## src/rtl/random_arbiter.sv

```systemverilog
// random_arbiter: round-robin arbiter handing out bounded random values from a shared LFSR word.
// Ports:
//   clk_i       system clock, rising edge
//   rst_ni      asynchronous active-low reset
//   rand_in_i   48-bit free-running LFSR word; only [VAL_W-1:0] is used
//   req_i       level requests, one bit per requester
//   limit_i     inclusive upper bound per requester, VAL_W bits each
//   ack_o       registered one-hot delivery pulse
//   rand_out_o  delivered value, held until the next ack
//   busy_o      high whenever a transaction or cool-down is in progress
module random_arbiter #(
  parameter int N_REQ     = 4,
  parameter int VAL_W     = 8,
  parameter int GAP       = 8,
  parameter int MAX_RETRY = 7
) (
  input  logic                   clk_i,
  input  logic                   rst_ni,
  input  logic [47:0]            rand_in_i,
  input  logic [N_REQ-1:0]       req_i,
  input  logic [N_REQ*VAL_W-1:0] limit_i,
  output logic [N_REQ-1:0]       ack_o,
  output logic [VAL_W-1:0]       rand_out_o,
  output logic                   busy_o
);
  localparam int PW = N_REQ > 1 ? $clog2(N_REQ) : 1;
  localparam int RW = MAX_RETRY > 0 ? $clog2(MAX_RETRY + 1) : 1;
  localparam int CW = GAP > 1 ? $clog2(GAP) : 1;

  typedef enum logic [1:0] {IDLE, SAMPLE, COOL} state_t;

  state_t             state_q, state_d;
  logic [PW-1:0]      ptr_q, ptr_d, win_q, win_d, win_idx;
  logic [VAL_W-1:0]   lim_q, lim_d, mask_q, mask_d, lim_sel, mask_n, cand, rand_q, rand_d;
  logic [RW-1:0]      retry_q, retry_d;
  logic [CW-1:0]      cnt_q, cnt_d;
  logic [N_REQ-1:0]   ack_q, ack_d;
  logic               found, ok, last;

  // first set request at or above ptr, wrapping around
  always_comb begin
    found   = 1'b0;
    win_idx = ptr_q;
    for (int i = 0; i < N_REQ; i++) begin
      if (!found && req_i[(int'(ptr_q) + i) % N_REQ]) begin
        found   = 1'b1;
        win_idx = PW'((int'(ptr_q) + i) % N_REQ);
      end
    end
  end

  // smearing the limit downward yields the smallest 2^k-1 covering it
  always_comb begin
    lim_sel = limit_i[int'(win_idx)*VAL_W +: VAL_W];
    mask_n  = lim_sel;
    for (int i = 0; i < VAL_W; i++) mask_n = mask_n | (mask_n >> 1);
  end

  assign cand = rand_in_i[VAL_W-1:0] & mask_q;
  assign ok   = cand <= lim_q;
  assign last = retry_q == RW'(MAX_RETRY);

  always_comb begin
    state_d = state_q;
    ptr_d   = ptr_q;
    win_d   = win_q;
    lim_d   = lim_q;
    mask_d  = mask_q;
    retry_d = retry_q;
    cnt_d   = cnt_q;
    ack_d   = '0;
    rand_d  = rand_q;
    case (state_q)
      IDLE: if (found) begin
        win_d   = win_idx;
        lim_d   = lim_sel;
        mask_d  = mask_n;
        retry_d = '0;
        state_d = SAMPLE;
      end
      SAMPLE: if (ok || last) begin
        ack_d   = N_REQ'(1) << win_q;
        rand_d  = ok ? cand : lim_q;
        ptr_d   = (win_q == PW'(N_REQ - 1)) ? '0 : win_q + 1'b1;
        cnt_d   = CW'(GAP - 1);
        state_d = COOL;
      end else begin
        retry_d = retry_q + 1'b1;
      end
      COOL: begin
        cnt_d   = (cnt_q == '0) ? cnt_q : cnt_q - 1'b1;
        state_d = (cnt_q == '0) ? IDLE : COOL;
      end
      default: state_d = IDLE;
    endcase
  end

  always_ff @(posedge clk_i or negedge rst_ni) begin
    if (!rst_ni) begin
      state_q <= IDLE;
      ptr_q   <= '0;
      win_q   <= '0;
      lim_q   <= '0;
      mask_q  <= '0;
      retry_q <= '0;
      cnt_q   <= '0;
      ack_q   <= '0;
      rand_q  <= '0;
    end else begin
      state_q <= state_d;
      ptr_q   <= ptr_d;
      win_q   <= win_d;
      lim_q   <= lim_d;
      mask_q  <= mask_d;
      retry_q <= retry_d;
      cnt_q   <= cnt_d;
      ack_q   <= ack_d;
      rand_q  <= rand_d;
    end
  end

  assign ack_o      = ack_q;
  assign rand_out_o = rand_q;
  assign busy_o     = state_q != IDLE;
endmodule

```

## config.mk

```make
export PLATFORM = sky130hd
export DESIGN_NAME = random_arbiter
export DESIGN_NICKNAME = d
export VERILOG_FILES = /design/src/rtl/random_arbiter.sv
export SDC_FILE = /design/constraint.sdc
export NUM_CORES = 1
export LEC_CHECK = 0
export ABC_AREA = 1
export BUFFER_PORTS_ARGS = -buffer_cell sky130_fd_sc_hd__buf_2
export CAP_MARGIN = 5
export CORE_MARGIN = 5
export CORE_UTILIZATION = 50
export DETAILED_ROUTE_END_ITERATION = 7
export PLACE_DENSITY = 0.91
export SETUP_SLACK_MARGIN = 0.15
export SLEW_MARGIN = 20
export SYNTH_ARGS = -nofsm -noshare
export SYNTH_HDL_FRONTEND = slang
export SYNTH_SLANG_ARGS = --single-unit
```

## constraint.sdc

```tcl
create_clock -name clk_i -period 2.5 [get_ports clk_i]
set_clock_uncertainty 0.15 [all_clocks]
set_input_delay 0.125 -clock clk_i [delete_from_list [all_inputs] [get_ports clk_i]]
set_output_delay 0.125 -clock clk_i [all_outputs]
set_load 0.05 [all_outputs]
```

==> summary.txt <==
STA
  • Final setup viols: 0
  • Crit path time final: 2393 ps
  • Slew margin rel.: 44.51%
  • Setup TNS Final: 0 ps
  • Final hold vios: 0
  • F_max: approximately 0.42 GHz
  • Worst-Margin Slew: 832.4 ps
  • RSZ-0062 raised after global routing: yes
  • Slew Limit Fails: 0
  • Crit share post-route: a little over nine tenths

Logic synthesis
  • Sequential share of the synthesized area: between 30% and 40%
  • Dominant synthesized flop cell: dfrtp_1
  • Synth area leader: dfrtp_1
  • Synth cell types: 31
  • Ranking of synthesized cells by area: dfrtp_1, nand2_1, ha_1, o21ai_0, inv_1
  • Cell count after synthesis: ~360
  • Synth async-reset ratio: 100.0%
  • Yosys warnings: 0
  • Net Count, Synth: 460
  • Syn avg cell area: around 7.4 um^2
  • Area share of the largest cell type after synthesis: between 30% and 40%
  • Number of synthesized flops with an enable pin: 0
  • Seq cells post-synth: 39
  • Netlist Area Pre-Place: roughly 2600 um^2

Critical path
  • Reg-to-Reg End: mask_q[1]
  • Worst r2r path cells: 20
  • Data arrival, critical path: between 2000 and 2500 ps
  • Worst reg-to-reg setup slack: 110 ps
  • Critical path capture point type: flip-flop
  • Critical-path maximum fanout: 6
  • R2r startpoint: ptr_q[0]
  • Crit path launch type: flip-flop
  • WP data required: 2550 ps
  • CP Class: flip-flop to flip-flop

Drt
  • Via Count: between 2000 and 3000
  • Drc violations: 0
  • DR iter-0 viols: approximately 150
  • Final wirelength: between 6000 and 7000 um
  • Routed WL per cell: between 10 and 15 um
  • Post-route antenna net violation count: 0
  • TritonRoute pass-1 iters: 4
  • Via density: slightly above 5

Power and ir drop
  • Maximum VDD drop: ~1200 uV
  • Pwr per Cell Area: 1663 nW/um^2
  • Post-route total power: around 5.7 mW
  • Leakage: between 1.5 and 2 nW

Placement
  • Port bufs: between 50 and 60
  • Routability congestion estimate: around 0.85
  • DP Wirelength: roughly 4300 um

Global route
  • Global-route usage over all layers: between 20% and 30%
  • Grt ovf: 0
  • Pin count of the biggest net entering global routing: 40
  • First-pass GRT wire length: about 11000 um
  • Initial antenna violation count: 0
  • Vias in the first global route: ~2500

Die
  • Row cnt: 26
  • Core area: slightly above 5000 um^2
  • Die X: a little over 80 um
  • Die area: 6839 um^2
  • Die Y: slightly above 80 um
  • Starting Density: 51.74%
  • Ports: 99

Hold path
  • Endpoint of the worst hold path: mask_q[0]
  • Hold Startpoint: limit_i[16]
  • Tightest Hold Check Type: input port to flip-flop
  • Hold Path Stages: 5

Clock network
  • H-tree depth: 2
  • Root buffer cell: clkbuf_8
  • Clk pin slew, worst setup/hold paths: ~80 ps
  • CTS tree: built
  • CTS buffer count: 5
  • Clock Tree Buf Depth: 2
  • CTS sink cnt: 39
  • Skew-Pair Late Insertion Delay: around 300 ps

Finish
  • Layout net count: roughly 540
  • Layout cells sized above 1: a little over a third
  • ANT cells: 0
  • Layout area overhead: 29.50%

Status
  • Status: complete, no violations

Run
  • Max cap viols: 0
cell type report:
| type | count | area, um^2 |
|---|---|---|
| repair buffers | 86 | 524.3 |
| clock buffers | 5 | 68.82 |
| fillers | 409 | 1685 |
| well taps | 70 | 87.58 |
| repair inverters | 1 | 7.507 |
| clock inverters | 3 | 20.02 |
| flip-flops and latches | 39 | 978.4 |
| multi-input cells | 266 | 1564 |
| inverters | 43 | 171.4 |
logic make-up (layout without fill, tap and decap cells):
logic type | Yosys count | in the layout | synth area share (%)
simple gates | 203 | 203 | 36.22
buf+inv | 54 | 138 | 9.374
compound gates | 47 | 47 | 9.990
flops | 39 | 39 | 36.93
fa+ha+maj | 15 | 15 | 7.102
mux | 1 | 1 | 0.3788
sequential cells by signal, indices dropped and copies added, names as in the netlist:
name	flops
lim_q	8
state_q	2
mask_q	7
retry_q	3
ack_o	4
rand_out_o	8
cnt_q	3
win_q	2
ptr_q	2
report_power, final:
part	switching, mW	internal (mW)
Combinational	2.65	1.51
Sequential	0.194	0.909
Clock	0.227	0.194
Total	3.07	2.62
routing by layer:
metal / global-route usage [%] / wire (um) / vias up
met4: 9.314 / 132 / 0
met5: 0 / 0 / -
met3: 3.905 / 415 / 12
met2: 34.86 / 3156 / 83
met1: 23.73 / 2615 / 1185
li1: - / - / 1310
repair_timing:
| action | CTS | global route |
|---|---|---|
| hold buffers | 2 | 0 |
| resized for setup | 22 | 34 |
| gates cloned | 2 | 0 |
| setup endpoints to repair | 6 | 20 |
| pin swaps | 17 | 19 |
| hold endpoints to repair | 40 | 0 |
| setup buffers | 13 | 6 |
worst max-delay path by stage:
stage | start | end | slack [ps] | depth (start not counted)
finish | ptr_q[0] | mask_q[1] | 110 | 20
global placement | ptr_q[1] | mask_q[0] | 50 | 18
detailed placement | ptr_q[1] | mask_q[1] | 20 | 18
global route | ptr_q[0] | mask_q[1] | -90 | 17
floorplan | ptr_q[1] | mask_q[0] | 330 | 20
CTS | ptr_q[0] | mask_q[1] | 130 | 18
metrics by stage:
step / hold WS, ps / cell area [um^2] / utilization [%] / std cells / setup slack (ps)
floorplan: -320.6 / 2643 / - / 359 / 327.3
CTS: 64.18 / 3271 / 64.04 / 507 / 132.2
detailed placement: 118.9 / 2984 / 58.43 / 482 / 16.80
global placement: 108.1 / 2984 / 58.43 / 482 / 46.68
global route: 66.62 / 3422 / 67.00 / 513 / -87.08
finish: 57.19 / 3422 / 67.00 / 513 / 106.9
layout by cell type, fill, tap and decap left out, types with 15 or more instances in the layout:
cell type	n
nand2_2	30
nand2_1	101
ha_1	15
buf_4	21
nand3_1	23
nor2_1	17
inv_1	37
o21ai_0	31
dfrtp_1	37
buf_2	58
worst max-delay path, stage by stage (launching register included):
cell	delay (ps)
dfrtp_2	470
buf_6	170
nand2_4	60
nand2_4	80
buf_4	140
nand2_1	70
nand2_1	70
nand3_2	100
nand2_2	50
inv_2	60
nand2_1	60
nand2_2	80
nand2_4	80
buf_6	140
buf_6	110
nand2_4	60
nand2_2	50
nor2_2	100
nand2_1	70
nand2_1	80
nand2_1	50
cells in the mapped netlist (3+ instances only):
library cell    n
a21oi_1         7
buf_6           5
clkbuf_1        4
dfrtp_1        39
ha_1           15
inv_1          37
inv_2           3
nand2_1       126
nand2_2        12
nand2_4         4
nand3_1        27
nand3_2         3
nand4_1         3
nor2_1         20
o21ai_0        32
o21ai_1         3
(Power assumes the default switching activity.)
